[config.mk]
export PLATFORM = sky130hd
export DESIGN_NAME = lut_config_ctrl
export DESIGN_NICKNAME = d
export VERILOG_FILES = /design/src/rtl/lut_config_ctrl.sv
export SDC_FILE = /design/constraint.sdc
export NUM_CORES = 1
export LEC_CHECK = 0
export ABC_AREA = 1
export CAP_MARGIN = 20
export CORE_AREA = 2 2 66 68
export CTS_CLUSTER_SIZE = 24
export DETAILED_ROUTE_END_ITERATION = 7
export DIE_AREA = 0 0 68 70
export PLACE_DENSITY = 0.76
export SETUP_SLACK_MARGIN = 0.02
export SKIP_LAST_GASP = 1
export SYNTH_ARGS = -nofsm -noshare
export SYNTH_HDL_FRONTEND = slang
export SYNTH_SLANG_ARGS = --single-unit
[constraint.sdc]
create_clock -name clk -period 2.6 [get_ports clk]
set_input_delay 0.26 -clock clk [delete_from_list [all_inputs] [get_ports clk]]
set_output_delay 0.26 -clock clk [all_outputs]
set_load 0.005 [all_outputs]
[src/rtl/lut_config_ctrl.sv]
// Serial configuration loader for a chain of LUTs: captures an image, shifts it MSB-first.
// Optional readback/verify of the previous chain image with LUT_CFG_READBACK_EN.
module lut_config_ctrl #(
    parameter int LUT_NINPUTS = 4,
    parameter int NUM_LUTS    = 2
) (
    input  logic                                   clk,
    input  logic                                   rst,
    input  logic                                   cfg_valid,
    input  logic [(2**LUT_NINPUTS)*NUM_LUTS-1:0]   cfg_data,
    output logic                                   cfg_ready,
    output logic                                   config_en,
    output logic                                   config_in,
    input  logic                                   config_out,
    output logic                                   busy,
    output logic                                   done,
    output logic                                   loaded
`ifdef LUT_CFG_READBACK_EN
    ,
    output logic [(2**LUT_NINPUTS)*NUM_LUTS-1:0]   rb_data,
    output logic                                   cfg_err
`endif
);

    localparam int MEM_SIZE = 2**LUT_NINPUTS;
    localparam int CFG_SIZE = MEM_SIZE*NUM_LUTS;
    localparam int CNT_W    = $clog2(CFG_SIZE+1);

    localparam logic [1:0] IDLE  = 2'd0;
    localparam logic [1:0] SHIFT = 2'd1;
    localparam logic [1:0] DONE  = 2'd2;

    localparam logic [CNT_W-1:0] LAST_BIT = CNT_W'(CFG_SIZE-1);

    logic [1:0]          state;
    logic [CFG_SIZE-1:0] shadow;
    logic [CNT_W-1:0]    cnt;
    logic                loaded_q;

    always_ff @(posedge clk) begin
        if (rst) begin
            state    <= IDLE;
            shadow   <= '0;
            cnt      <= '0;
            loaded_q <= 1'b0;
        end else begin
            case (state)
                IDLE: begin
                    if (cfg_valid) begin
                        shadow   <= cfg_data;
                        cnt      <= '0;
                        loaded_q <= 1'b0;
                        state    <= SHIFT;
                    end
                end
                SHIFT: begin
                    shadow <= {shadow[CFG_SIZE-2:0], 1'b0};
                    cnt    <= cnt + CNT_W'(1);
                    if (cnt == LAST_BIT) begin
                        state    <= DONE;
                        loaded_q <= 1'b1;
                    end
                end
                DONE:    state <= IDLE;
                default: state <= IDLE;
            endcase
        end
    end

    // Ready is gated by rst so it reads 0 for the whole time reset is held.
    assign cfg_ready = (state == IDLE) && !rst;
    assign config_en = (state == SHIFT);
    assign busy      = (state == SHIFT);
    assign done      = (state == DONE);
    assign config_in = (state == SHIFT) && shadow[CFG_SIZE-1];
    assign loaded    = loaded_q;

`ifdef LUT_CFG_READBACK_EN
    logic [CFG_SIZE-1:0] rb_q;
    logic [CFG_SIZE-1:0] rb_next;
    logic [CFG_SIZE-1:0] pend_img;
    logic [CFG_SIZE-1:0] last_img;
    logic                was_loaded;
    logic                err_q;

    assign rb_next = {rb_q[CFG_SIZE-2:0], config_out};

    // Verdict is formed on the final shift edge so it is already valid during DONE.
    always_ff @(posedge clk) begin
        if (rst) begin
            rb_q       <= '0;
            pend_img   <= '0;
            last_img   <= '0;
            was_loaded <= 1'b0;
            err_q      <= 1'b0;
        end else begin
            if (state == IDLE && cfg_valid) begin
                pend_img   <= cfg_data;
                was_loaded <= loaded_q;
            end
            if (state == SHIFT) begin
                rb_q <= rb_next;
                if (cnt == LAST_BIT) begin
                    err_q    <= was_loaded && (rb_next != last_img);
                    last_img <= pend_img;
                end
            end
        end
    end

    assign rb_data = rb_q;
    assign cfg_err = err_q;
`else
    logic unused_config_out;
    assign unused_config_out = config_out;
`endif

endmodule

# Yosys cells after proc, flatten, opt, wreduce, memory -nomap -nowiden
# Cells that the tools add are included.
# word_totals
word_cells,28
reg_bits,41
output_inout_bits,6
inputBits,36
# classes
n_eq_ne,5
n_addsub,1
mux,10
n_reduce_logical,8
# ops
op,count
32-bit case mux with 2 select lines,1
32-bit two-way mux,1
6-bit case mux with 2 select lines,1
"6-bit by 1-bit adder with 6-bit output, second input constant",1
"6-bit by 5-bit == test with 1-bit output, second input constant",1
6-bit two-way mux,1
2-bit two-way mux,2
2-bit case mux with 2 select lines,1
2-bit AND reduction,2
3-bit AND reduction,1
"2-bit by 1-bit == test with 1-bit output, second input constant",1
"2-bit == test, second input constant",1
1-bit logical AND,2
2-bit logical NOT,1
1-bit two-way mux,2
"2-bit by 1-bit != test with 1-bit output, second input constant",1
"2-bit != test, second input constant",1
1-bit case mux with 2 select lines,1
2-bit nonzero test,1
1-bit logical NOT,1

# Longest topological paths before layout
# logic_depth
depth_word,3
depth_mapped,7
ltp_nobuf,7

# Worst setup path before layout
# No wires, ideal clock.
# synth_path
kind,register -> output
startpoint,register state[0]
endpoint,output config_en
slack_ns,1.414
t_required_ns,2.340
t_arrival_ns,0.926
n_path_buf,2
path_stages_with_launch,5
path_cell_list,dfxtp_1 > inv_2 > nor2_4 > buf_6 > buf_4
# synth_between
elab_chain_len,1
# synth_lines
item,line_no,text
from (decl),35,logic [1:0] state;
from (signal assigned),42,state <= IDLE;
from (signal assigned),53,state <= SHIFT;
from (signal assigned),60,state <= DONE;
2-bit by 1-bit == test with 1-bit output,n/a,
to (decl),12,"output logic config_en,"
# Every way passes these cells.

# Worst setup path in the final report
# layout_path
startpoint,register state[0]
endpoint,register shadow[6]
# layout_between
elab_chain_len,3
word_cells_on_any_way,6
cone_classes,2 x eq/ne; 1 x mux; 3 x reduce/logical
# layout_lines
item,line_no,text
2-bit by 1-bit == test with 1-bit output or 2-bit logical NOT (tied branches),47,case (state)
2-bit nonzero test (no line) or 2-bit != test (tied branches),n/a,
2-bit AND reduction (no line),n/a,
to (signal assigned),50,shadow <= cfg_data;
to (signal assigned),57,"shadow <= {shadow[CFG_SIZE-2:0], 1'b0};"
to (decl),36,logic [CFG_SIZE-1:0] shadow;
# Several ways; a longest one is shown, not always the timed one.
# A chain may end at the register's enable or synchronous reset.

==> results.json <==
{
  "worst_pin_slew_ns": 0.463,
  "r2r-end": "shadow[6]",
  "numCtsBuffers": 5,
  "period_needed_ns": 1.97,
  "postCtsSetupBuffers": 0,
  "status": "completed",
  "insertion_delay_ns": 0.29,
  "grt_first_pass_wirelength_mm": 7.12,
  "gr-total-overflow": 0,
  "clkTransAtPathRegs_ns": 0.08,
  "place_hpwl_mm": 2.53,
  "slew_headroom_pct": 69.1,
  "pwr_density_cell_mw_per_mm2": 556,
  "synth.ff_latch_count": 41,
  "grt_pass1_vias": 1686,
  "fill_cells": 410,
  "die_w_um": 68,
  "synth-seq-area-share_pct": 42.2,
  "rrSetupSlack_ns": 0.63,
  "finalCritPeriodShare_pct": 76.0,
  "io_buffers": 40,
  "min_path_type": "reg -> reg",
  "fin_worst_skew_ns": 0.00693,
  "hold_depth": 2,
  "ant_nets": 0,
  "p_int_uw": 994,
  "regToRegStartpoint": "state[0]",
  "clock_sinks": 41,
  "start_kind": "flip-flop",
  "clockBufferDepth": 2,
  "arrival_ns": 2.16,
  "drtPass1Iterations": 4,
  "slew_viol_final": 0,
  "final_cells": 388,
  "grtUsageTotal_pct": 19.1,
  "drive_above_1_share_pct": 4.46,
  "slowest_stage": "clkinv_2",
  "leakagePower_uw": 0.00107,
  "initialDrtViolationCount": 128,
  "syn_area_mm2": 0.00194,
  "dr_total_vias": 1843,
  "synth_fp_nets": 340,
  "crit_path_end_kind": "flip-flop",
  "pwr-share-clk_pct": 30.7,
  "wl_mm": 3.96,
  "clockRootBuffer": "clkbuf_8",
  "worstHoldStart": "shadow[0]",
  "ioPinCount": 42,
  "combinationalPowerShare_pct": 17.2,
  "hold_buffers": 0,
  "core-area_mm2": 0.00414,
  "cts_tree": "yes",
  "path_cells": "nand2_4 -> nand2_4 -> clkinv_2 -> nor2_1 -> nor2_1",
  "cp_slowest_stage_delay_ns": 0.47,
  "post_cts_resized": 0,
  "dieArea_mm2": 0.00476,
  "cp_max_fo": 36,
  "maxCapViolations": 0,
  "initial_core_util_pct": 46.9,
  "ys_types": 19,
  "placed_cells": 381,
  "min_to": "shadow[0]",
  "worstSetupPathType": "reg -> reg",
  "antenna_found_initial": 0,
  "max_freq_ghz": 0.506,
  "p_switching_uw": 345,
  "hold_viol": 0,
  "syn_area_per_cell_um2": 6.42,
  "antenna_cells": 0,
  "rsz0062_at_grt": "false",
  "crit_buf_inv": 1,
  "ys.warnings.count": 0,
  "die_h_um": 70,
  "fin_tns_setup_ns": 0,
  "std_cell_rows": 24,
  "switching_share_pct": 25.8,
  "drc": 0,
  "globalplace.congestion": 0.762,
  "ir_drop_v": 0.000290,
  "wl_per_cell_um": 10.2,
  "grt_max_degree": 37,
  "r2r_cells": 5,
  "syn_inst": 303,
  "critical-path-top-delay-family": "simple AND/OR/NAND/NOR gates",
  "cts.htree.levels": 2,
  "vias_per_cell": 4.75,
  "area_delta_synth_final_pct": 23.9,
  "fin_nets": 373,
  "worstPathRequired_ns": 2.78,
  "final-setup-viol-count": 0,
  "p_seq_share_pct": 52.1
}
sequential cells by signal (all words and copies together) (netlist names):
| name | count |
|---|---|
| shadow | 32 |
| state | 2 |
| cnt | 6 |
| loaded | 1 |
stage by stage:
| step | hold slack [ns] | cell area, µm² | util, % | total power [µW] | setup WS (ns) |
|---|---|---|---|---|---|
| after floorplan | 0.329 | 1940 | - | 864 | 1.41 |
| after global placement | 0.454 | 2320 | 56.0 | 939 | 0.543 |
| after detailed placement | 0.465 | 2320 | 56.0 | 943 | 0.527 |
| after CTS | 0.476 | 2410 | 58.1 | 1350 | 0.565 |
| after global routing | 0.490 | 2410 | 58.1 | 1420 | 0.333 |
| final | 0.480 | 2410 | 58.1 | 1340 | 0.625 |
worst max-delay path by stage:
stage               from         end  depth (start not counted)
2_1_floorplan   state[0]   config_en                          4
5_1_grt         state[1]    state[0]                          7
6_report        state[0]   shadow[6]                          5
4_1_cts         state[0]   shadow[6]                          5
3_3_place_gp   cfg_valid  shadow[11]                          6
3_5_place_dp   cfg_valid   shadow[6]                          6
final cells by class:
| cell class | instances | area, µm² | share of cell area (%) |
|---|---|---|---|
| multi-input combinational | 235 | 975 | 40.5 |
| tap | 52 | 65.1 | 2.70 |
| sequential | 41 | 821 | 34.1 |
| timing repair buffer | 43 | 423 | 17.6 |
| inverter | 10 | 38.8 | 1.61 |
| clock buffer | 7 | 86.3 | 3.58 |
cells in the mapped netlist, drive strengths merged:
library cell    n  area (µm²)
nand2         112         435
nor2           73         282
dfxtp          41         821
o21ai          38         190
buf            13        93.8
inv             9        33.8
a21oi           5        25.0
nand3           5        25.0
clkbuf          4        16.3
clkinv          1        5.00
ha              1        12.5
nor3            1        5.00
cells by family (layout without fill, tap and decap cells):
| group | Yosys count | after routing | share of synthesized area, % |
|---|---|---|---|
| AO/OA/AOI/OAI | 43 | 43 | 11.1 |
| adder cells (fa/ha/maj) | 1 | 1 | 0.643 |
| buffers and inverters | 27 | 60 | 7.66 |
| flip-flops | 41 | 41 | 42.2 |
| AND/OR/NAND/NOR | 191 | 191 | 38.4 |
layer usage:
layer  vias to the layer above  GRT usage, %  share of wire [%]
li1                       1003             -                  -
met1                       799          24.1                 48
met2                        34          30.9                 47
met3                         7          5.80                3.8
met4                         0          6.00                1.4
met5                         -             0                  0
power by group through the flow:
stage	registers [µW]	clock network [µW]	logic (µW)
floorplan	706	0	157
global placement	710	0	230
CTS	697	421	234
global route	703	449	267
finish	697	411	230
detailed placement	711	0	232
worst register-to-register path, stage by stage, from the launching register on:
cell and delay (ns):
dfxtp_1 0.43, nand2_4 0.27, nand2_4 0.39, clkinv_2 0.47, nor2_1 0.27, nor2_1 0.06
cells in the final DEF, fill, tap and decap left out:
| cell | synthesis | routed |
|---|---|---|
| o21ai_0 | 23 | 23 |
| buf_4 | 4 | 3 |
| clkinv_2 | 1 | 1 |
| nand2_1 | 110 | 110 |
| nand3_1 | 5 | 5 |
| o21ai_1 | 15 | 15 |
| ha_1 | 1 | 1 |
| nor2_4 | 1 | 1 |
| dfxtp_1 | 41 | 41 |
| clkbuf_8 | 0 | 6 |
| inv_1 | 7 | 7 |
| inv_2 | 2 | 2 |
| nand2_4 | 2 | 2 |
| nor3_1 | 1 | 1 |
| a21oi_1 | 5 | 5 |
| nor2_1 | 72 | 72 |
| clkdlybuf4s50_1 | 0 | 40 |
| clkbuf_1 | 3 | 1 |
Note: power is estimated with default switching activity, not from simulation.
